==> src/rtl/apb_slave_mem_if.sv <==
// rtl/apb_slave_mem_if.sv - APB bus bundle between requester and apb_slave_mem completer
interface apb_slave_mem_if #(
  parameter int ADDR_WIDTH = 8,
  parameter int DATA_WIDTH = 32
);
  logic                  pselx;
  logic                  penable;
  logic                  pwrite;
  logic [ADDR_WIDTH-1:0] paddr;
  logic [DATA_WIDTH-1:0] pwdata;
  logic [DATA_WIDTH-1:0] prdata;
  logic                  pready;
  logic                  pslverr;

  modport master (
    output pselx, penable, pwrite, paddr, pwdata,
    input  prdata, pready, pslverr
  );

  modport slave (
    input  pselx, penable, pwrite, paddr, pwdata,
    output prdata, pready, pslverr
  );
endinterface

==> src/rtl/apb_slave_mem.sv <==
// rtl/apb_slave_mem.sv - APB completer backed by a MEM_DEPTH x DATA_WIDTH register file
// Optional wait states: define APB_SLV_WAIT_EN to insert WAIT_CYCLES extra ACCESS cycles.
module apb_slave_mem #(
  parameter int ADDR_WIDTH  = 8,
  parameter int DATA_WIDTH  = 32,
  parameter int MEM_DEPTH   = 16,
  parameter int WAIT_CYCLES = 2
) (
  input logic            pclk,
  input logic            preset,
  apb_slave_mem_if.slave bus
);

  localparam int                LP_IDX_W = (MEM_DEPTH > 1) ? $clog2(MEM_DEPTH) : 1;
  localparam logic [ADDR_WIDTH:0] LP_DEPTH = (ADDR_WIDTH + 1)'(MEM_DEPTH);

`ifdef APB_SLV_WAIT_EN
  localparam logic [3:0] LP_WAIT      = 4'(WAIT_CYCLES);
  localparam bit         LP_ZERO_WAIT = (WAIT_CYCLES == 0);
`else
  // Without wait states every transfer answers on the SETUP edge; WAIT_CYCLES is legal 0..15.
  localparam bit         LP_ZERO_WAIT = (WAIT_CYCLES >= 0);
`endif

  typedef enum logic {S_IDLE, S_ACCESS} state_t;

  state_t                r_state;
  logic [DATA_WIDTH-1:0] r_mem [MEM_DEPTH];
  logic [LP_IDX_W-1:0]   r_idx;
  logic                  r_in_range;
  logic                  r_write;
  logic [DATA_WIDTH-1:0] r_wdata;
  logic                  r_pready;
  logic [DATA_WIDTH-1:0] r_prdata;
  logic                  r_pslverr;
`ifdef APB_SLV_WAIT_EN
  logic [3:0]            r_wait_cnt;
`endif

  logic                  w_setup;
  logic                  w_setup_in_range;
  logic [LP_IDX_W-1:0]   w_setup_idx;

  assign w_setup          = bus.pselx & ~bus.penable;
  assign w_setup_in_range = ({1'b0, bus.paddr} < LP_DEPTH);
  assign w_setup_idx      = bus.paddr[LP_IDX_W-1:0];

  assign bus.prdata  = r_prdata;
  assign bus.pready  = r_pready;
  assign bus.pslverr = r_pslverr;

  always_ff @(posedge pclk) begin
    if (preset) begin
      r_state    <= S_IDLE;
      r_idx      <= '0;
      r_in_range <= 1'b0;
      r_write    <= 1'b0;
      r_wdata    <= '0;
      r_pready   <= 1'b0;
      r_prdata   <= '0;
      r_pslverr  <= 1'b0;
`ifdef APB_SLV_WAIT_EN
      r_wait_cnt <= 4'd0;
`endif
      for (int i = 0; i < MEM_DEPTH; i++) r_mem[i] <= '0;
    end else begin
      case (r_state)
        S_IDLE: begin
          // penable without a preceding SETUP falls through here and is ignored.
          if (w_setup) begin
            r_idx      <= w_setup_idx;
            r_in_range <= w_setup_in_range;
            r_write    <= bus.pwrite;
            r_wdata    <= bus.pwdata;
            r_state    <= S_ACCESS;
`ifdef APB_SLV_WAIT_EN
            r_wait_cnt <= LP_WAIT;
`endif
            if (LP_ZERO_WAIT) begin
              r_pready  <= 1'b1;
              r_pslverr <= ~w_setup_in_range;
              r_prdata  <= (!bus.pwrite && w_setup_in_range) ? r_mem[w_setup_idx] : '0;
            end
          end
        end

        S_ACCESS: begin
          if (!bus.pselx) begin
            r_pready  <= 1'b0;
            r_pslverr <= 1'b0;
            r_prdata  <= '0;
            r_state   <= S_IDLE;
          end else if (r_pready) begin
            if (bus.penable) begin
              if (r_write && r_in_range) r_mem[r_idx] <= r_wdata;
              r_pready  <= 1'b0;
              r_pslverr <= 1'b0;
              r_prdata  <= '0;
              r_state   <= S_IDLE;
            end
          end else begin
`ifdef APB_SLV_WAIT_EN
            if (r_wait_cnt > 4'd1) begin
              r_wait_cnt <= r_wait_cnt - 4'd1;
            end else begin
              r_pready  <= 1'b1;
              r_pslverr <= ~r_in_range;
              r_prdata  <= (!r_write && r_in_range) ? r_mem[r_idx] : '0;
            end
`else
            r_pready  <= 1'b1;
            r_pslverr <= ~r_in_range;
            r_prdata  <= (!r_write && r_in_range) ? r_mem[r_idx] : '0;
`endif
          end
        end

        default: r_state <= S_IDLE;
      endcase
    end
  end

endmodule

==> src/flat_wrapper.sv <==
// flat-port wrapper written by rule: the top's interface ports become plain ports
module apb_slave_mem_flat 
#(
  parameter int ADDR_WIDTH  = 8,
  parameter int DATA_WIDTH  = 32,
  parameter int MEM_DEPTH   = 16,
  parameter int WAIT_CYCLES = 2
)
  (pclk, preset, bus_pselx, bus_penable, bus_pwrite, bus_paddr, bus_pwdata, bus_prdata, bus_pready, bus_pslverr);
  apb_slave_mem_if #(.ADDR_WIDTH(ADDR_WIDTH), .DATA_WIDTH(DATA_WIDTH)) bus_i ();
  input logic pclk;
  input logic preset;
  input wire logic [$bits(bus_i.pselx)-1:0] bus_pselx;
  input wire logic [$bits(bus_i.penable)-1:0] bus_penable;
  input wire logic [$bits(bus_i.pwrite)-1:0] bus_pwrite;
  input wire logic [$bits(bus_i.paddr)-1:0] bus_paddr;
  input wire logic [$bits(bus_i.pwdata)-1:0] bus_pwdata;
  output wire logic [$bits(bus_i.prdata)-1:0] bus_prdata;
  output wire logic [$bits(bus_i.pready)-1:0] bus_pready;
  output wire logic [$bits(bus_i.pslverr)-1:0] bus_pslverr;
  assign bus_i.pselx = bus_pselx;
  assign bus_i.penable = bus_penable;
  assign bus_i.pwrite = bus_pwrite;
  assign bus_i.paddr = bus_paddr;
  assign bus_i.pwdata = bus_pwdata;
  assign bus_prdata = bus_i.prdata;
  assign bus_pready = bus_i.pready;
  assign bus_pslverr = bus_i.pslverr;
  apb_slave_mem #(.ADDR_WIDTH(ADDR_WIDTH), .DATA_WIDTH(DATA_WIDTH), .MEM_DEPTH(MEM_DEPTH), .WAIT_CYCLES(WAIT_CYCLES)) u_core (.pclk(pclk), .preset(preset), .bus(bus_i));
endmodule
==> config.mk <==
export PLATFORM = sky130hd
export DESIGN_NAME = apb_slave_mem_flat
export DESIGN_NICKNAME = d
export VERILOG_FILES = /design/src/rtl/apb_slave_mem_if.sv /design/src/rtl/apb_slave_mem.sv /design/src/flat_wrapper.sv
export SDC_FILE = /design/constraint.sdc
export NUM_CORES = 1
export LEC_CHECK = 0
export CORE_ASPECT_RATIO = 0.8
export CORE_MARGIN = 1.5
export CORE_UTILIZATION = 35
export CTS_BUF_LIST = sky130_fd_sc_hd__clkbuf_4
export DETAILED_ROUTE_END_ITERATION = 12
export GPL_ROUTABILITY_DRIVEN = 0
export PLACE_DENSITY = 0.53
export SYNTH_ARGS = -nofsm -noshare
export SYNTH_HDL_FRONTEND = slang
export SYNTH_SLANG_ARGS = --single-unit
==> constraint.sdc <==
create_clock -name pclk -period 2.74 [get_ports pclk]
set_clock_uncertainty 0.1 [all_clocks]
set_input_delay 0.274 -clock pclk [delete_from_list [all_inputs] [get_ports pclk]]
set_output_delay 0.274 -clock pclk [all_outputs]
set_load 0.05 [all_outputs]
==> qor.txt <==
Final slew viol count: 0
Clk root buf: clkbuf_4
Final setup fails: 0
Setup crit start kind: register
Max-cap viol count: 0
Met3 GRT Util: 4.725%
Hold Path Class: in2reg
Sequential fraction of the synthesis area: 54.64%
DRC: 0
Mean Syn Cell Area: 13.15 um2
Worst EP arrival: 2.28 ns
Via density: 5.533
CP Max Fanout: 2
Synth area leader: edfxtp_1
Cell Rows: 97
Ys async rst share: 0%
PnR worst setup slack: 0.08482 ns
Met1 Use GR: 32.78%
H-tree Lvls: 4
Via count: 21450
Synth Warn #: 0
Setup crit end kind: output port
FILL cells: 8250
CTS tree: built
Share of layout cells above drive strength 1: 21.32%
Most used routing layer: met2
Peak supply drop: 0.2731 mV
Initial antenna violation count: 8
First-pass detailed-route iteration total: 6
Nets: 2601
IO Port Bufs: 78
DIE WIDTH: 335.5 um
Internal power: 15.21 mW
Min Tclk post-route: 2.655 ns
Final period util: 96.90%
GR Util met2: 38.21%
Final antenna-violating net count: 0
Clock share of power: 39.1%
Synth unique cells: 46
Die area: 0.09026 mm2
Worst-Margin Slew: 1.243 ns
P_leak: 13.27 nW
Initial Util: 35.33%
Skew-Pair Late Insertion Delay: 1.05 ns
NetSw: 5.543 mW
Largest net degree at the start of global routing: 89
Global route overflow: 0
Setup TNS: 0 ns
Total core area: 0.08763 mm2
Vias in the first global route: 21790
Top cells by area, synth: edfxtp_1 50%, mux2i_1 13%, and2_1 10%
Synthesized instance count: 2354
Global-route wire length before repair: 154200 um
Post-synthesis cell area: 0.03096 mm2
Placement Setup Slack: -0.08854 ns
Initial DRC Count: 1928
CP max stage cell: clkdlybuf4s50_1
Synth Flop Type: edfxtp_1
Status: finished clean
WS Path Type: reg2out
Yosys reg bits: 589
Cell Chain, Critical Path: clkdlybuf4s50_1
Synth cell count leaders: 515 x and2_1, 512 x edfxtp_1, 402 x mux2i_1, 121 x clkbuf_1
WP buf/inv: 1
Required @ worst endpoint: 2.37 ns
Area Overhead vs Synth: 17.60%
Fin. Hold Viols: 0
Total CTS buffers: 158
Clk buf depth: 3
Top-count cell post-synth: and2_1
Tot GR Track Use: 23.87%
Clk pin slew, worst setup/hold paths: 0.07 ns
Syn Nets: 2399
Sw frac: 26.71%
Top cell type's share of synthesized area: 49.66%
FMAX: 376.6 MHz
Combinational share of power: 11.0%
Number of synthesized flops with an enable pin: 512
Worst path max stage delay: 0.85 ns
Postcts setup bufs: 0
Routed WL per cell: 27.75 um
Num ports: 79
PwrDens: 569.9 mW/mm2
Slew headroom: 16.98%
CP top delay family: buffers and inverters
HPWL Detailed: 64710 um
Die Height: 269.0 um
Seq pwr share: 49.9%
Routed wire length: 107600 um
CTS Sinks: 589
## sequential cells by signal, indices dropped and copies added, names as in the netlist, named ones only
signal	flops
u_core.bus.prdata	32
u_core.r_mem	512
u_core.bus.pslverr	1
u_core.r_wdata	32
u_core.bus.pready	1
u_core.r_idx	4
u_core.r_in_range	1
u_core.r_write	1
u_core.r_state	1
## worst paths after layout
kind | startpoint | to | slack [ns] | cells after the start
min reg2reg | u_core.r_in_range | u_core.r_in_range | 0.39 | 2
min | bus_pselx | u_core.bus.pslverr | 0.15 | 5
max reg2reg | register | u_core.bus.prdata[17] | 0.12 | 6
max | u_core.bus.prdata[3] | bus_prdata[3] | 0.08 | 1
## layout by cell type, fill, tap and decap left out, types with 6 or more instances in the layout
cell type / instances
nand3_1: 8
a311oi_1: 7
edfxtp_1: 512
a22o_1: 98
clkbuf_4: 235
a41oi_1: 6
clkdlybuf4s50_1: 73
o211ai_1: 32
nor2_4: 14
or2_2: 17
clkinv_1: 30
nor3_4: 6
nor2_1: 30
clkinv_2: 8
a21oi_1: 40
dlygate4sd3_1: 41
buf_4: 92
o21ai_1: 9
diode_2: 11
o21bai_1: 6
nand2_1: 98
mux2i_1: 402
a22oi_1: 40
a22oi_2: 10
mux2_2: 14
and2_1: 512
a311oi_2: 19
dfxtp_1: 73
buf_12: 60
mux4_2: 64
a221oi_1: 68
## metrics by stage
stage	total power, mW	hold WS, ns	cells	instance area [um2]	util, %
after floorplan	11.77	0.2777	2354	30960	-
after global placement	12.74	0.3729	3543	33930	38.72
after detailed placement	12.77	0.3719	3543	33930	38.72
after CTS	20.92	0.02720	3866	36380	41.52
after global routing	21.57	0.1084	3875	36410	41.55
final	20.75	0.1524	3877	36410	41.55
## cells by family after synthesis
logic type / share of synthesized area (%)
simple gates: 13.46
flops: 54.64
mux: 18.20
compound gates: 9.275
buf+inv: 4.433
## power by group through the flow
stage / combinational, mW / sequential [mW] / clock [mW]
after floorplan: 1.28 / 10.5 / 0
after global placement: 2.22 / 10.5 / 0
after detailed placement: 2.24 / 10.5 / 0
after CTS: 2.29 / 10.3 / 8.30
after global routing: 2.40 / 10.4 / 8.80
final: 2.29 / 10.3 / 8.11
## repair_timing
item | in CTS | in global routing
hold buffers | 41 | 0
endpoints found under the setup margin | 3 | 0
endpoints found under the hold margin | 76 | 0
gates resized for setup | 3 | 0
## layout make-up
| cell class | count | area (um2) | share of cell area, % |
|---|---|---|---|
| flip-flops and latches | 589 | 16930 | 46.49 |
| multi-input cells | 1537 | 12850 | 35.29 |
| repair buffers | 270 | 3074 | 8.443 |
| clock buffers | 235 | 1764 | 4.845 |
| well taps | 1188 | 1486 | 4.082 |
| clock inverters | 47 | 282.8 | 0.7766 |
| diodes | 11 | 27.53 | 0.07560 |
## worst reg2reg max path: stages (launching register included)
cell and delay [ns]:
dfxtp_4 0.45, nor2b_4 0.99, buf_4 0.37, a22o_1 0.15
o21ai_1 0.07, o211ai_1 0.22, a311oi_2 0.14
## metal layers
metal  vias up  part of all wire [%]
met4         0                   2.2
met1     11070                    45
met5         -                     0
met2       837                    46
li1       9385                     -
met3       164                   6.6
No activity file was read; power rests on OpenSTA's default activity.
